`src/rtl/max7219_pkg.sv`:
```
// Shared types and constants for the MAX7219 display traffic scheduler.
package max7219_pkg;

  localparam int unsigned WORD_W    = 16;
  localparam int unsigned DIGITS_W  = 24;
  localparam int unsigned IDX_W     = 3;
  localparam int unsigned INIT_LEN  = 5;
  localparam int unsigned CFG_LEN   = 1;
  localparam int unsigned FRAME_LEN = 6;

  // MAX7219 register addresses
  localparam logic [3:0] DIGIT0    = 4'h1;
  localparam logic [3:0] DIGIT1    = 4'h2;
  localparam logic [3:0] DIGIT2    = 4'h3;
  localparam logic [3:0] DIGIT3    = 4'h4;
  localparam logic [3:0] DIGIT4    = 4'h5;
  localparam logic [3:0] DIGIT5    = 4'h6;
  localparam logic [3:0] DECODE    = 4'h9;
  localparam logic [3:0] INTENSITY = 4'hA;
  localparam logic [3:0] SCAN      = 4'hB;
  localparam logic [3:0] SHUTDOWN  = 4'hC;
  localparam logic [3:0] TEST      = 4'hF;

  typedef enum logic [1:0] {ST_IDLE, ST_ISSUE, ST_WAIT_SENT, ST_RELEASE} state_e;
  typedef enum logic [1:0] {SRC_INIT, SRC_CFG, SRC_FRAME} src_e;

  // One 16-bit MAX7219 command word
  typedef struct packed {
    logic [3:0] pad;
    logic [3:0] addr;
    logic [7:0] data;
  } word_t;

  // Number of words a burst of the given source carries
  function automatic logic [IDX_W-1:0] burst_len(src_e src);
    case (src)
      SRC_INIT:  burst_len = IDX_W'(INIT_LEN);
      SRC_CFG:   burst_len = IDX_W'(CFG_LEN);
      SRC_FRAME: burst_len = IDX_W'(FRAME_LEN);
      default:   burst_len = IDX_W'(CFG_LEN);
    endcase
  endfunction

endpackage

```
`src/rtl/max7219_scheduler_if.sv`:
```
// Config-write and SPI-master handshake bundle for the scheduler.
interface max7219_scheduler_if;
  import max7219_pkg::*;

  logic              cfg_valid;
  logic [3:0]        cfg_addr;
  logic [7:0]        cfg_data;
  logic              cfg_ready;
  logic              spi_ready;
  logic              spi_sent;
  logic [WORD_W-1:0] word_out;
  logic              cs_n;

  modport master (
    input  cfg_valid, cfg_addr, cfg_data, spi_ready, spi_sent,
    output cfg_ready, word_out, cs_n
  );

  modport slave (
    output cfg_valid, cfg_addr, cfg_data, spi_ready, spi_sent,
    input  cfg_ready, word_out, cs_n
  );
endinterface

```
`src/rtl/max7219_word_rom.sv`:
```
// Maps (burst source, word index, digit snapshot, config word) to the outgoing word.
module max7219_word_rom
  import max7219_pkg::*;
#(
  parameter logic [3:0] INTENSITY_DEFAULT = 4'h8,
  parameter logic [2:0] SCAN_LIMIT        = 3'd5
) (
  input  src_e                src_i,
  input  logic [IDX_W-1:0]    index_i,
  input  logic [DIGITS_W-1:0] snap_i,
  input  logic [WORD_W-1:0]   cfg_word_i,
  output logic [WORD_W-1:0]   word_o
);

  logic [3:0] nib;
  logic       dp;

  // Word selection; tens digits of sec/min drop their pad bit
  always_comb begin
    word_o = '0;
    nib    = '0;
    dp     = 1'b0;
    case (src_i)
      SRC_INIT: begin
        case (index_i)
          3'd0:    word_o = {4'h0, SHUTDOWN, 8'h01};
          3'd1:    word_o = {4'h0, DECODE, 8'hFF};
          3'd2:    word_o = {4'h0, SCAN, 5'h00, SCAN_LIMIT};
          3'd3:    word_o = {4'h0, INTENSITY, 4'h0, INTENSITY_DEFAULT};
          3'd4:    word_o = {4'h0, TEST, 8'h00};
          default: word_o = '0;
        endcase
      end
      SRC_CFG: word_o = cfg_word_i;
      SRC_FRAME: begin
        case (index_i)
          3'd0:    nib = snap_i[3:0];
          3'd1:    nib = snap_i[7:4];
          3'd2:    begin nib = snap_i[11:8];  dp = 1'b1; end
          3'd3:    nib = {1'b0, snap_i[14:12]};
          3'd4:    begin nib = snap_i[19:16]; dp = 1'b1; end
          3'd5:    nib = {1'b0, snap_i[22:20]};
          default: nib = '0;
        endcase
        word_o = {4'h0, DIGIT0 + 4'(index_i), dp, 3'b000, nib};
      end
      default: word_o = '0;
    endcase
  end

endmodule

```
`src/rtl/max7219_scheduler.sv`:
```
// Arbitrates init, config and frame bursts onto the 16-bit MAX7219 SPI master.
module max7219_scheduler
  import max7219_pkg::*;
#(
  parameter int unsigned TIMEOUT_CYCLES    = 256,
  parameter logic [3:0]  INTENSITY_DEFAULT = 4'h8,
  parameter logic [2:0]  SCAN_LIMIT        = 3'd5
) (
  input  logic                clk,
  input  logic                res,
  input  logic                tick,
  input  logic                ena,
  input  logic [DIGITS_W-1:0] digits,
  max7219_scheduler_if.master bus,
  output logic                busy,
  output logic                init_done,
  output logic                frame_done,
  output logic                overrun,
  output logic                timeout_err
);

  localparam int unsigned TMO_W = $clog2(TIMEOUT_CYCLES) + 1;
  localparam logic [TMO_W-1:0] TMO_LAST = TMO_W'(TIMEOUT_CYCLES - 1);
  localparam logic [TMO_W-1:0] TMO_MAX  = '1;

  state_e              state_q, state_d;
  src_e                src_q, src_d;
  logic [IDX_W-1:0]    idx_q, idx_d;
  logic [TMO_W-1:0]    tmo_q, tmo_d;
  logic                tick_q, tick_d;
  logic                init_pending_q, init_pending_d;
  logic                cfg_pending_q, cfg_pending_d;
  logic                frame_pending_q, frame_pending_d;
  word_t               cfg_word_q, cfg_word_d;
  logic [DIGITS_W-1:0] snap_q, snap_d;
  logic [WORD_W-1:0]   word_out_q, word_out_d;
  logic                cs_n_q, cs_n_d;
  logic                busy_q, busy_d;
  logic                init_done_q, init_done_d;
  logic                frame_done_q, frame_done_d;
  logic                overrun_q, overrun_d;
  logic                timeout_err_q, timeout_err_d;
  logic [WORD_W-1:0]   rom_word_c;
  logic                tick_edge_c;

  assign tick_edge_c = tick & ~tick_q;

  max7219_word_rom #(
    .INTENSITY_DEFAULT (INTENSITY_DEFAULT),
    .SCAN_LIMIT        (SCAN_LIMIT)
  ) u_rom (
    .src_i      (src_q),
    .index_i    (idx_q),
    .snap_i     (snap_q),
    .cfg_word_i (cfg_word_q),
    .word_o     (rom_word_c)
  );

  // State and output registers with synchronous reset
  always_ff @(posedge clk) begin
    if (res) begin
      state_q         <= ST_IDLE;
      src_q           <= SRC_INIT;
      idx_q           <= '0;
      tmo_q           <= '0;
      tick_q          <= 1'b0;
      init_pending_q  <= 1'b1;
      cfg_pending_q   <= 1'b0;
      frame_pending_q <= 1'b0;
      cfg_word_q      <= '0;
      snap_q          <= '0;
      word_out_q      <= '0;
      cs_n_q          <= 1'b1;
      busy_q          <= 1'b0;
      init_done_q     <= 1'b0;
      frame_done_q    <= 1'b0;
      overrun_q       <= 1'b0;
      timeout_err_q   <= 1'b0;
    end else begin
      state_q         <= state_d;
      src_q           <= src_d;
      idx_q           <= idx_d;
      tmo_q           <= tmo_d;
      tick_q          <= tick_d;
      init_pending_q  <= init_pending_d;
      cfg_pending_q   <= cfg_pending_d;
      frame_pending_q <= frame_pending_d;
      cfg_word_q      <= cfg_word_d;
      snap_q          <= snap_d;
      word_out_q      <= word_out_d;
      cs_n_q          <= cs_n_d;
      busy_q          <= busy_d;
      init_done_q     <= init_done_d;
      frame_done_q    <= frame_done_d;
      overrun_q       <= overrun_d;
      timeout_err_q   <= timeout_err_d;
    end
  end

  // Request capture, burst arbitration and word handshake sequencing
  always_comb begin
    state_d         = state_q;
    src_d           = src_q;
    idx_d           = idx_q;
    tmo_d           = tmo_q;
    tick_d          = tick;
    init_pending_d  = init_pending_q;
    cfg_pending_d   = cfg_pending_q;
    frame_pending_d = frame_pending_q;
    cfg_word_d      = cfg_word_q;
    snap_d          = snap_q;
    word_out_d      = word_out_q;
    cs_n_d          = cs_n_q;
    busy_d          = busy_q;
    init_done_d     = init_done_q;
    frame_done_d    = 1'b0;
    overrun_d       = 1'b0;
    timeout_err_d   = timeout_err_q;

    if (bus.cfg_valid && !cfg_pending_q) begin
      cfg_pending_d = 1'b1;
      cfg_word_d    = '{pad: 4'h0, addr: bus.cfg_addr, data: bus.cfg_data};
    end

    case (state_q)
      ST_IDLE: begin
        if (init_pending_q || cfg_pending_q || frame_pending_q) begin
          idx_d   = '0;
          busy_d  = 1'b1;
          state_d = ST_ISSUE;
          if (init_pending_q) begin
            src_d = SRC_INIT;
          end else if (cfg_pending_q) begin
            src_d         = SRC_CFG;
            cfg_pending_d = 1'b0;
          end else begin
            src_d           = SRC_FRAME;
            frame_pending_d = 1'b0;
            snap_d          = digits;
          end
        end
      end
      ST_ISSUE: begin
        if (bus.spi_ready && !bus.spi_sent) begin
          word_out_d = rom_word_c;
          cs_n_d     = 1'b0;
          tmo_d      = '0;
          state_d    = ST_WAIT_SENT;
        end
      end
      ST_WAIT_SENT: begin
        if (bus.spi_sent) begin
          cs_n_d  = 1'b1;
          idx_d   = idx_q + IDX_W'(1);
          state_d = ST_RELEASE;
        end else if (tmo_q >= TMO_LAST) begin
          // Abort: an init burst keeps init_pending and restarts from word 0
          cs_n_d        = 1'b1;
          timeout_err_d = 1'b1;
          busy_d        = 1'b0;
          state_d       = ST_IDLE;
        end else if (tmo_q != TMO_MAX) begin
          tmo_d = tmo_q + TMO_W'(1);
        end
      end
      ST_RELEASE: begin
        if (idx_q < burst_len(src_q)) begin
          state_d = ST_ISSUE;
        end else begin
          busy_d  = 1'b0;
          state_d = ST_IDLE;
          if (src_q == SRC_INIT) begin
            init_done_d    = 1'b1;
            init_pending_d = 1'b0;
          end else if (src_q == SRC_FRAME) begin
            frame_done_d = 1'b1;
          end
        end
      end
      default: state_d = ST_IDLE;
    endcase

    // Evaluated after a possible burst-start clear so a frame in flight can queue one more
    if (tick_edge_c && ena) begin
      if (frame_pending_d) overrun_d = 1'b1;
      else                 frame_pending_d = 1'b1;
    end
  end

  assign bus.cfg_ready = ~cfg_pending_q;
  assign bus.word_out  = word_out_q;
  assign bus.cs_n      = cs_n_q;
  assign busy          = busy_q;
  assign init_done     = init_done_q;
  assign frame_done    = frame_done_q;
  assign overrun       = overrun_q;
  assign timeout_err   = timeout_err_q;

endmodule
```
`src/flat_wrapper.sv`:
```
// flat-port wrapper written by rule: the top's interface ports become plain ports
module max7219_scheduler_flat import max7219_pkg::*;
#(
  parameter int unsigned TIMEOUT_CYCLES    = 256,
  parameter logic [3:0]  INTENSITY_DEFAULT = 4'h8,
  parameter logic [2:0]  SCAN_LIMIT        = 3'd5
)
  (clk, res, tick, ena, digits, busy, init_done, frame_done, overrun, timeout_err, bus_cfg_valid, bus_cfg_addr, bus_cfg_data, bus_spi_ready, bus_spi_sent, bus_cfg_ready, bus_word_out, bus_cs_n);
  max7219_scheduler_if bus_i ();
  input  logic clk;
  input  logic res;
  input  logic tick;
  input  logic ena;
  input  logic [DIGITS_W-1:0] digits;
  output logic busy;
  output logic init_done;
  output logic frame_done;
  output logic overrun;
  output logic timeout_err;
  input wire logic [$bits(bus_i.cfg_valid)-1:0] bus_cfg_valid;
  input wire logic [$bits(bus_i.cfg_addr)-1:0] bus_cfg_addr;
  input wire logic [$bits(bus_i.cfg_data)-1:0] bus_cfg_data;
  input wire logic [$bits(bus_i.spi_ready)-1:0] bus_spi_ready;
  input wire logic [$bits(bus_i.spi_sent)-1:0] bus_spi_sent;
  output wire logic [$bits(bus_i.cfg_ready)-1:0] bus_cfg_ready;
  output wire logic [$bits(bus_i.word_out)-1:0] bus_word_out;
  output wire logic [$bits(bus_i.cs_n)-1:0] bus_cs_n;
  assign bus_i.cfg_valid = bus_cfg_valid;
  assign bus_i.cfg_addr = bus_cfg_addr;
  assign bus_i.cfg_data = bus_cfg_data;
  assign bus_i.spi_ready = bus_spi_ready;
  assign bus_i.spi_sent = bus_spi_sent;
  assign bus_cfg_ready = bus_i.cfg_ready;
  assign bus_word_out = bus_i.word_out;
  assign bus_cs_n = bus_i.cs_n;
  max7219_scheduler #(.TIMEOUT_CYCLES(TIMEOUT_CYCLES), .INTENSITY_DEFAULT(INTENSITY_DEFAULT), .SCAN_LIMIT(SCAN_LIMIT)) u_core (.clk(clk), .res(res), .tick(tick), .ena(ena), .digits(digits), .bus(bus_i), .busy(busy), .init_done(init_done), .frame_done(frame_done), .overrun(overrun), .timeout_err(timeout_err));
endmodule
```
`config.mk`:
```
export PLATFORM = sky130hd
export DESIGN_NAME = max7219_scheduler_flat
export DESIGN_NICKNAME = d
export VERILOG_FILES = /design/src/rtl/max7219_pkg.sv /design/src/rtl/max7219_scheduler_if.sv /design/src/rtl/max7219_word_rom.sv /design/src/rtl/max7219_scheduler.sv /design/src/flat_wrapper.sv
export SDC_FILE = /design/constraint.sdc
export NUM_CORES = 1
export LEC_CHECK = 0
export CAP_MARGIN = 25
export CORE_MARGIN = 4
export CORE_UTILIZATION = 41
export CTS_CLUSTER_SIZE = 28
export DETAILED_ROUTE_END_ITERATION = 10
export PLACE_DENSITY = 0.65
export SETUP_SLACK_MARGIN = 0.02
export SYNTH_ARGS = -nofsm -noshare
export SYNTH_HDL_FRONTEND = slang
export SYNTH_SLANG_ARGS = --single-unit
```
`constraint.sdc`:
```
create_clock -name clk -period 2.75 [get_ports clk]
set_input_delay 0.55 -clock clk [delete_from_list [all_inputs] [get_ports clk]]
set_output_delay 0.55 -clock clk [all_outputs]
set_load 0.005 [all_outputs]
```
After elaboration in Yosys (flattened, before gate mapping) --
Cells that the tools add are included.
Word-level totals: register bits after elaboration 77, input port bits 43, output and inout bits 23, word-level logic and storage cells 120
Operators by class: $add $sub $neg 3, $lt $le $gt $ge 2, equal/unequal tests 20, multiplexer cells 43, bitwise logic cells 8, reduce and logical (&&, ||, !) cells 26
Operators by type and width (count):
- case mux 12 bit (5 select lines) | 1
- case mux 16 bit (3 select lines) | 1
- two-way mux 9 bit | 4
- case mux 4 bit (6 select lines) | 1
- two-way mux 1 bit | 21
- case mux 9 bit (2 select lines) | 1
- AND reduction 3 bit | 5
- two-way mux 2 bit | 6
- case mux 3 bit (2 select lines) | 2
- AND reduction 5 bit | 2
- adder 9 x 1 -> 9 bit, second input constant | 1
- greater-or-equal comparator 9 x 8 -> 1 bit, second input constant | 1
- two-way mux 3 bit | 3
- != test 9 bit, second input constant | 1
- != test 2 x 1 -> 1 bit, second input constant | 4
- != test 2 bit, second input constant | 4
- case mux 2 bit (4 select lines) | 1
- NOT 1 bit | 7
- == test 2 bit, second input constant | 3
- == test 3 x 2 -> 1 bit, second input constant | 2
- == test 3 bit, second input constant | 2
- adder 1 x 3 -> 4 bit, first input constant | 1
- == test 2 x 1 -> 1 bit, second input constant | 2
- logical NOT 2 bit | 2
- other kinds (17) | 24

Depth between registers and ports, before layout --
Gate-level depths: netlist of the first run.
depth after elaboration 7, gate-level depth with buffers 9, gate-level depth less buffers 9

By module --
A second synthesis of the first run with hierarchy kept.
Second synthesis, totals: cell total of the unflattened synthesis 466, area total of the unflattened synthesis 3749.8 um2
Modules (own cells, without submodules):
- max7219_scheduler | times used 1, cells an instance 386, area each 3205.6 um2, sequential area each 1561.5 um2
- max7219_word_rom | times used 1, cells an instance 80, area each 544.3 um2, sequential area each 0.0 um2

Worst setup path after synthesis of the first run --
OpenSTA, ideal clock, no wires.
path type register to register, start point reg u_core.tmo_q[0], end point reg u_core.tmo_q[4], setup time 91 ps, arrival 2283 ps, data required time 2659 ps, slack 376 ps, cell stages (with the launch flop) 10, path buffers 0, period minus slack after synthesis 2374 ps, cell sequence dfxtp_1 ha_1 and3_1 nand3_1 nor2_1 ha_1 or4b_4 a211oi_4 a31oi_1 a311oi_1
On the way: cells in the longest elaborated chain, start to end 5, elaborated cells on any way between the ends 10, classes of those cells add/sub: 1; order compare: 1; eq/ne: 3; mux: 4; reduce/logical: 1
RTL lines:
- start, declared | line max7219_scheduler.sv:29 | logic [TMO_W-1:0] tmo_q, tmo_d;
- start signal, assigned | line max7219_scheduler.sv:83 | tmo_q <= tmo_d;
- adder 9 x 1 -> 9 bit | line max7219_scheduler.sv:163 | tmo_d = tmo_q + TMO_W'(1);
- two-way mux 9 bit | line max7219_scheduler.sv:162 | end else if (tmo_q != TMO_MAX) begin
- two-way mux 9 bit | line max7219_scheduler.sv:156 | end else if (tmo_q >= TMO_LAST) begin
- two-way mux 9 bit | line max7219_scheduler.sv:152 | if (bus.spi_sent) begin
- case mux 9 bit (2 select lines) | line max7219_scheduler.sv:125 | case (state_q)
Several ways; a longest one is shown, not always the timed one. The select of a mux whose other input is x is not followed. A chain may end at the register's enable or synchronous reset.

Worst setup path after layout of the first run --
start point reg u_core.tmo_q[0], end point reg u_core.tmo_q[3]
The elaborated chain is that of the path after synthesis.

==> metrics.md, run 1 <==
| Metric | Value |
|---|---|
| Area of the multi-input gates | `1914 um2` |
| Count leader, synth | `nand2_1` |
| Worst-path clk slew | `approximately 0.08 ns` |
| Final wirelength | `between 8000 and 9000 um` |
| GPL Wtd Cong | `~0.84` |
| Via count | `approximately 3300` |
| Top routing layer used | `met4` |
| Power Density | `632.7 nW/um2` |
| H-Tree Depth | `3` |
| Dpl ws | `about 0.17 ns` |
| Min-delay worst type | `flop to flop` |
| Ports | `66` |
| Gr ovfl total | `0` |
| Rows | `33` |
| Synth cell count leaders | `95 x nand2_1, 72 x dfxtp_1, 65 x a21oi_1` |
| Largest net degree at the start of global routing | `46` |
| Slew margin rel. | `between 40% and 50%` |
| Final slew viol count | `0` |
| EDFF count, synth | `0` |
| Async set or reset register ratio after synthesis | `0%` |
| Synth area leader | `dfxtp_1` |
| Flop and latch count out of synthesis | `around 70` |
| Fin crit share | `93.01%` |
| Synth top area cells | `dfxtp_1 41%, nand2_1 10%, a21oi_1 9.2%` |
| DR WL/cell | `14.15 um` |
| TritonCTS buffer count | `9` |
| Worst slew pin tran | `0.8148 ns` |
| Worst Setup Start Kind | `flop` |
| Psw | `~0.78 mW` |
| Final setup viols | `0` |
| Post-route DRC | `0` |
| Syn Std Cell Area | `~3500 um2` |
| Crit Path Max Fanout | `7` |
| RSZ-0062 raised after global routing | `false` |
| Area growth syn-to-layout | `25.00%` |
| Met3 Routed Length | `412 um` |
| Clock Path Buffers | `2` |
| Die Area | `~10000 um2` |
| First-pass GRT wire length | `around 14000 um` |
| Cells after Synth | `447` |
| Critical path type | `flop to flop` |
| Vias in the first global route | `3071` |
| Ys flop type | `dfxtp_1` |
| CTS Root Cell | `clkbuf_8` |
| # nets final | `roughly 550` |
| Share of the synthesized area in the top cell type | `between 40% and 50%` |
| Die width | `around 100 um` |
| Core area | `8299 um2` |
| Worst-Skew Late Latency | `about 0.34 ns` |
| WP data required | `around 3.0 ns` |
| Post-layout min period | `between 2 and 3 ns` |
| Final-report hold violation count | `0` |
| Leakage power | `1.561 nW` |
| Final ANT Viol Nets | `0` |
| Peak VDD IR | `0.3143 mV` |
| Max-cap viol count | `0` |
| Initial Utilization | `a little over two fifths` |
| Fmax | `between 300 and 400 MHz` |
| Sequential fraction of the synthesis area | `around two fifths` |
| Cts repair resizes | `0` |
| Share of cells above drive strength 1 | `7.000%` |
| Avg Inst Size Synth | `around 8 um2` |
| Synth warn | `0` |
| Initial antenna violation count | `0` |
| Storage cell area | `1441 um2` |
| Comb pwr share | `roughly 23%` |
| Total Routing Usage GR | `between 10% and 20%` |
| DRT met1 WL | `~4200 um` |
| Fillers | `784` |
| CTS tree | `done` |
| Clock group share of total power | `35.7%` |
| PortBufs | `between 50 and 60` |
| Setup_tns | `0 ns` |
| Number of diodes | `0` |
| Detailed placement HPWL | `~6200 um` |
| Internal power | `roughly 2 mW` |
| Crit end category | `flop` |
| Net Sw Frac | `28.07%` |
| Worst EP arrival | `around 2.8 ns` |
| Die height | `between 100 and 150 um` |
| Register share of total power | `about 41%` |
| Initial drt markers | `between 100 and 150` |
| Metal2 WL | `roughly 3800 um` |
| Clock tree sinks | `72` |
| Clock skew | `0.009388 ns` |
| Status | `finished clean` |
| Synth cell types | `53` |
| DRT Pass-1 Iters | `6` |
| Via density | `between 5 and 6` |
| Final worst slack | `~0.19 ns` |
[cells in the final DEF, fill, tap and decap left out, types with 3 or more instances in the layout]
cell type / instances
nand2_1: 95
dfxtp_1: 72
a21oi_1: 65
clkdlybuf4s50_1: 58
nor2_1: 26
nand3_1: 14
ha_1: 14
inv_1: 13
nor3_1: 11
clkbuf_8: 9
a31oi_1: 8
buf_4: 8
nand2b_1: 7
o21ai_0: 6
a21o_1: 6
a311oi_1: 6
mux2_2: 6
nand3b_1: 5
nor2b_1: 4
nand4_1: 4
a221oi_1: 4
conb_1: 4
and4_1: 3
a222oi_1: 3
a21boi_0: 3
bufinv_16: 3
[repair_timing]
action,in CTS,in global routing
buffers inserted,0,0
endpoints found under the hold margin,0,0
endpoints found under the setup margin,0,3
hold buffers,0,0
[state kept, by name, summed over array words and instances, names as in the netlist, 2 cells and up]
signal / flops
u_core.bus.word_out: 12
u_core.idx_q: 3
u_core.cfg_word_q: 12
u_core.snap_q: 22
u_core.tmo_q: 9
u_core.state_q: 2
u_core.src_q: 2
[stage by stage]
stage | area, um2 | util, % | power [mW] | std cells | hold WS [ns]
floorplan | 3545 | - | 1.594 | 450 | 0.4329
CTS | 4417 | 53.22 | 2.818 | 605 | 0.4522
global placement | 4182 | 50.38 | 1.814 | 589 | 0.4343
global route | 4417 | 53.22 | 2.941 | 605 | 0.4735
finish | 4417 | 53.22 | 2.794 | 605 | 0.4467
detailed placement | 4182 | 50.38 | 1.819 | 589 | 0.4407
[path summary, 6_finish.rpt]
kind / start / endpoint / slack (ns) / depth (start not counted)
setup / recovery: u_core.tmo_q[0] / u_core.tmo_q[3] / 0.19 / 9
hold / removal: u_core.init_done / u_core.init_done / 0.45 / 2
setup reg to reg: u_core.tmo_q[0] / u_core.tmo_q[3] / 0.19 / 9
hold reg to reg: u_core.init_done / u_core.init_done / 0.45 / 2
[power by group through the flow]
| stage | logic [mW] | registers, mW | clock network [mW] |
|---|---|---|---|
| 2_1_floorplan | 0.424 | 1.17 | 0 |
| 3_3_place_gp | 0.635 | 1.18 | 0 |
| 3_5_place_dp | 0.638 | 1.18 | 0 |
| 4_1_cts | 0.642 | 1.16 | 1.02 |
| 5_1_grt | 0.705 | 1.17 | 1.07 |
| 6_report | 0.641 | 1.16 | 0.997 |
[per-layer routing]
layer	global-route usage (%)	up-vias
met5	0	-
met4	6.321	0
met3	3.391	14
met2	27.14	86
met1	23.17	1525
li1	-	1666
[logic make-up (layout without fill, tap and decap cells)]
logic type	Yosys count	in the layout	synth area share [%]
AO/OA/AOI/OAI	122	122	22.10
buffers and inverters	46	96	5.347
flip-flops	72	72	40.79
AND/OR/NAND/NOR	184	184	24.22
adder cells (fa/ha/maj)	14	14	4.958
multiplexers	8	8	2.479
other	1	4	0.1061
[worst max-delay path, cell delays in order (launching register included)]
cell and delay [ns]:
dfxtp_1 0.35, ha_1 0.25, and3_1 0.20, nand3_1 0.11, nor2_1 0.07, ha_1 0.22
or4b_4 0.56, a211oi_4 0.32, a21oi_1 0.12, a311oi_1 0.27
[area by class of cell]
cell class | count | area share (%)
Clock inverter | 6 | 2.436
Tap cell | 105 | 2.975
Multi-Input combinational cell | 332 | 43.34
Clock buffer | 10 | 2.890
Inverter | 13 | 1.105
Sequential cell | 72 | 32.63
Timing Repair Buffer | 67 | 14.62
(Power assumes the default switching activity.)
==> run 2, diff against run 1 <==
Settings changed: SLEW_MARGIN set to 40.
==> results of run 2 <==
No change in the layout: final DEF, timing and power equal those of run 1.
